<file path="src/rtl/alu_writeback.sv">
// alu_writeback
//   Writeback stage behind the combinational ALU. Captures the ALU result,
//   merges the ALU flags into the architectural FLAGS register (fed back to
//   the ALU's flags_in), then commits the result either to the register file
//   or to memory. Unaligned word stores are split into two byte accesses.
//
// Ports
//   clk, reset_n           clock, synchronous active-low reset
//   in_valid / in_ready    handshake from the microcode sequencer
//   alu_out, alu_flags     ALU result and flags_out
//   is_8_bit               byte operation
//   flags_mask             1 = take that FLAGS bit from alu_flags
//   dest                   0 none, 1 register, 2 memory, 3 reserved (none)
//   reg_sel, mem_addr      destination register / byte address
//   flags                  architectural FLAGS
//   reg_wr_*               register file write port
//   mem_*                  memory write bus (word address, byte lanes)
//   complete               one-cycle pulse when a transaction retires
module alu_writeback #(
    parameter logic [15:0] FLAGS_RESET = 16'h0002
) (
    input  logic        clk,
    input  logic        reset_n,
    input  logic        in_valid,
    output logic        in_ready,
    input  logic [15:0] alu_out,
    input  logic [15:0] alu_flags,
    input  logic        is_8_bit,
    input  logic [15:0] flags_mask,
    input  logic [1:0]  dest,
    input  logic [2:0]  reg_sel,
    input  logic [15:0] mem_addr,
    output logic [15:0] flags,
    output logic        reg_wr_en,
    output logic [2:0]  reg_wr_sel,
    output logic [15:0] reg_wr_val,
    output logic        reg_wr_8_bit,
    output logic        mem_access,
    output logic [14:0] mem_address,
    output logic [15:0] mem_data,
    output logic [1:0]  mem_bytesel,
    input  logic        mem_ack,
    output logic        complete
);

    localparam logic [2:0] S_IDLE   = 3'd0;
    localparam logic [2:0] S_REG_WR = 3'd1;
    localparam logic [2:0] S_MEM_LO = 3'd2;
    localparam logic [2:0] S_MEM_HI = 3'd3;
    localparam logic [2:0] S_FIN    = 3'd4;

    // Bit 1 of FLAGS is hard-wired to 1.
    localparam logic [15:0] FLAGS_FIXED = 16'h0002;

    logic [2:0]  state_q, state_d;
    logic [15:0] flags_q, flags_d;
    logic [15:0] res_q, res_d;
    logic        is8_q, is8_d;
    logic [2:0]  sel_q, sel_d;
    logic [15:0] addr_q, addr_d;

    // Next-state and capture logic
    always_comb begin
        state_d = state_q;
        flags_d = flags_q;
        res_d   = res_q;
        is8_d   = is8_q;
        sel_d   = sel_q;
        addr_d  = addr_q;
        case (state_q)
            S_IDLE: begin
                if (in_valid) begin
                    res_d   = alu_out;
                    is8_d   = is_8_bit;
                    sel_d   = reg_sel;
                    addr_d  = mem_addr;
                    flags_d = (flags_q & ~flags_mask) | (alu_flags & flags_mask)
                              | FLAGS_FIXED;
                    case (dest)
                        2'd1:    state_d = S_REG_WR;
                        2'd2:    state_d = S_MEM_LO;
                        default: state_d = S_FIN;
                    endcase
                end
            end
            S_REG_WR: state_d = S_IDLE;
            S_MEM_LO: begin
                if (mem_ack) begin
                    // Only a word store at an odd address needs the second half.
                    state_d = (!is8_q && addr_q[0]) ? S_MEM_HI : S_FIN;
                end
            end
            S_MEM_HI: begin
                if (mem_ack) begin
                    state_d = S_FIN;
                end
            end
            S_FIN:    state_d = S_IDLE;
            default:  state_d = S_IDLE;
        endcase
    end

    always_ff @(posedge clk) begin
        if (!reset_n) begin
            state_q <= S_IDLE;
            flags_q <= FLAGS_RESET | FLAGS_FIXED;
            res_q   <= '0;
            is8_q   <= 1'b0;
            sel_q   <= '0;
            addr_q  <= '0;
        end else begin
            state_q <= state_d;
            flags_q <= flags_d;
            res_q   <= res_d;
            is8_q   <= is8_d;
            sel_q   <= sel_d;
            addr_q  <= addr_d;
        end
    end

    // Output decode from registered state; everything idles at zero.
    always_comb begin
        in_ready     = (state_q == S_IDLE);
        flags        = flags_q;
        reg_wr_en    = 1'b0;
        reg_wr_sel   = '0;
        reg_wr_val   = '0;
        reg_wr_8_bit = 1'b0;
        mem_access   = 1'b0;
        mem_address  = '0;
        mem_data     = '0;
        mem_bytesel  = '0;
        complete     = 1'b0;
        case (state_q)
            S_REG_WR: begin
                reg_wr_en    = 1'b1;
                reg_wr_sel   = sel_q;
                reg_wr_val   = is8_q ? {8'h00, res_q[7:0]} : res_q;
                reg_wr_8_bit = is8_q;
                complete     = 1'b1;
            end
            S_MEM_LO: begin
                mem_access  = 1'b1;
                mem_address = addr_q[15:1];
                if (addr_q[0]) begin
                    // Odd address: low result byte goes on the high lane,
                    // for both byte stores and the first half of a word store.
                    mem_bytesel = 2'b10;
                    mem_data    = {res_q[7:0], 8'h00};
                end else if (is8_q) begin
                    mem_bytesel = 2'b01;
                    mem_data    = {8'h00, res_q[7:0]};
                end else begin
                    mem_bytesel = 2'b11;
                    mem_data    = res_q;
                end
            end
            S_MEM_HI: begin
                mem_access  = 1'b1;
                // Entered only with an odd address, so (addr+1)[15:1] is
                // addr[15:1]+1; 15-bit wrap takes 16'hFFFF to word 0.
                mem_address = addr_q[15:1] + 15'd1;
                mem_bytesel = 2'b01;
                mem_data    = {8'h00, res_q[15:8]};
            end
            S_FIN: complete = 1'b1;
            default: ;
        endcase
    end

endmodule

</file>
<file path="config.mk">
export PLATFORM = sky130hd
export DESIGN_NAME = alu_writeback
export DESIGN_NICKNAME = d
export VERILOG_FILES = /design/src/rtl/alu_writeback.sv
export SDC_FILE = /design/constraint.sdc
export NUM_CORES = 1
export LEC_CHECK = 0
export CAP_MARGIN = 10
export CORE_ASPECT_RATIO = 1.75
export CORE_MARGIN = 2
export CORE_UTILIZATION = 30
export CTS_BUF_LIST = sky130_fd_sc_hd__clkbuf_8
export DETAILED_ROUTE_END_ITERATION = 16
export PLACE_DENSITY = 0.63
export SETUP_SLACK_MARGIN = 0.15
export SKIP_CTS_REPAIR_TIMING = 1
export SYNTH_ARGS = -nofsm -noshare
export SYNTH_HDL_FRONTEND = slang
export SYNTH_SLANG_ARGS = --single-unit
</file>
<file path="constraint.sdc">
create_clock -name clk -period 3.02 [get_ports clk]
set_input_delay 0.453 -clock clk [delete_from_list [all_inputs] [get_ports clk]]
set_output_delay 0.453 -clock clk [all_outputs]
set_load 0.1 [all_outputs]
</file>
==> impl_metrics.json <==
{
  "status": "complete, no violations",
  "critical_path_arrival_ps": 2240,
  "grt_pass1_vias": 2990,
  "synth_top_cell_area_share": 0.357,
  "drc": 0,
  "place_congestion": 0.812,
  "synthDistinctLibCells": 39,
  "worstSetupPathType": "flop to primary output",
  "io_pins": 147,
  "ys_ff_latch": 54,
  "port_buffers": 143,
  "fin_worst_skew_ps": 4.46,
  "worstPathRequired_ps": 2570,
  "fp.dieW_um": 79.9,
  "start_util": 0.307,
  "synth_nets": 466,
  "dp_hpwl_um": 7560,
  "yosysWarningCount": 0,
  "place_area_mm2": 0.00497,
  "synth-edff-count": 0,
  "overflow": 0,
  "worstHoldPathType": "flop to flop",
  "busiest_layer": "met2",
  "timing.final.crit_period_ps": 2690,
  "grt_pass1_wl_um": 15000,
  "worst_pin_slew_ps": 868,
  "grt_max_degree": 50,
  "vias": 3177,
  "n_antenna_cell": 0,
  "power_density_mw_per_mm2": 352,
  "dieArea_mm2": 0.0109,
  "drive_gt1_frac": 0.205,
  "worst_ir_drop_vdd_uv": 207,
  "period_share": 0.890,
  "syn2layout_area_growth_pct": 67.5,
  "cts_buffers": 5,
  "viasPerCell": 4.96,
  "cp-end-kind": "primary output",
  "routedWlPerCell_um": 15.3,
  "htree_levels": 2,
  "final_hold_viol_count": 0,
  "clkTransAtPathRegs_ps": 100,
  "mostFrequentLayoutCell": "nand2_1",
  "critPathLaunchType": "flop",
  "fmax_mhz": 372,
  "detail_route.iter0.violations": 116,
  "setup_violations": 0,
  "use_met2": 0.350,
  "ys_top_cells_by_area": "dfxtp_1 (36%), nand2_1 (12%), a21boi_1 (7.4%)",
  "yosys_most_used_dff": "dfxtp_1",
  "avgSynthCellArea_um2": 7.78,
  "p_leak_nw": 1.99,
  "clock_latency_ps": 320,
  "core-area_mm2": 0.00985,
  "n_fill_cell": 962,
  "final_cell_mix": "nand2_1 (99), clkdlybuf4s50_1 (70), dfxtp_1 (54), buf_12 (51), a21boi_1 (30)",
  "fin_area_mm2": 0.00507,
  "cts_tree": "done",
  "antenna_found_initial": 0,
  "synth_largest_area_cell": "dfxtp_1",
  "clock-sinks": 54,
  "seq_area_frac_synth": 0.357,
  "rows": 48,
  "drt-total-wl_um": 9790,
  "cts_buffer_depth": 2,
  "rsz0062_at_grt": "no",
  "power_w": 0.00178,
  "synth.cell_area_mm2": 0.00303,
  "clock-root-buffer": "clkbuf_8",
  "first_pass_iters": 4,
  "max_slew_margin": 0.421,
  "nets": 592,
  "cap_violations": 0,
  "grt_use_met1": 0.175,
  "async_flop_share": 0,
  "ant_nets": 0,
  "grtUsageTotal": 0.179,
  "syn_inst": 389,
  "grt.met3_usage": 0.0310,
  "die_h_um": 137,
  "maxSlewViolCount": 0,
  "cp_max_fo": 11
}
==> routing by layer <==
metal	part of all wire	vias to the layer above	routed length, um
li1	-	1591	-
met1	0.35	1488	3420
met2	0.58	82	5690
met3	0.040	16	394
met4	0.030	0	292
met5	0	-	0
==> report_power, final <==
group          internal [W]  leakage, nW  switching [W]  total (W)
registers          0.000761        0.443      0.0000494   0.000810
logic              0.000206         1.49       0.000340   0.000546
clock network      0.000183       0.0524       0.000245   0.000428
==> path summary, 6_finish.rpt <==
kind / cells past startpoint / end / start / slack (ps)
max: 4 / mem_address[14] / state_q[0]$_SDFFE_PN0P_ / 330
min: 2 / sel_q[1]$_SDFFE_PN0P_ / sel_q[1]$_SDFFE_PN0P_ / 460
max reg2reg: 5 / res_q[14]$_SDFFE_PN0P_ / state_q[0]$_SDFFE_PN0P_ / 760
min reg2reg: 2 / sel_q[1]$_SDFFE_PN0P_ / sel_q[1]$_SDFFE_PN0P_ / 460
==> worst max-delay path, cell delays in order, from the launching register on <==
cell and delay (ps):
dfxtp_1 570, nand4_1 300, nor4_1 520, mux2i_2 320
buf_12 210
==> cell families after synthesis <==
logic type      synth area share
simple gates               0.283
compound gates             0.244
flops                      0.357
buf+inv                   0.0740
mux                       0.0165
xor+xnor                  0.0116
fa+ha+maj                 0.0124
other cells              0.00124
==> per-stage QoR <==
step	setup TNS (ps)	util	std cells	hold WS (ps)	setup slack, ps
final	0	0.515	641	455	331
after detailed placement	0	0.505	633	445	539
after global placement	0	0.505	633	438	572
after CTS	0	0.514	641	458	328
after floorplan	-2130	-	389	430	-249
after global routing	0	0.515	641	485	152
==> cell type report <==
type	instances	area (um2)	area share
tap	125	156	0.0308
clock inverter	2	8.76	0.00173
timing repair buffer	151	1940	0.383
inverter	6	22.5	0.00444
sequential	54	1080	0.213
clock buffer	6	82.6	0.0163
multi-input combinational	297	1780	0.350
==> synth_stat cells (5+ instances only) <==
master and number:
nand2_1 99, dfxtp_1 54, a21boi_1 30, a21oi_1 29, nor2_1 24, and2_1 20
a41o_1 15, a22oi_1 12, clkbuf_1 12, buf_2 8, a21boi_0 7, buf_6 7
inv_1 6, buf_4 5, mux2i_1 5, nand3_1 5, nor3b_1 5
No activity file was read; power rests on OpenSTA's default activity.
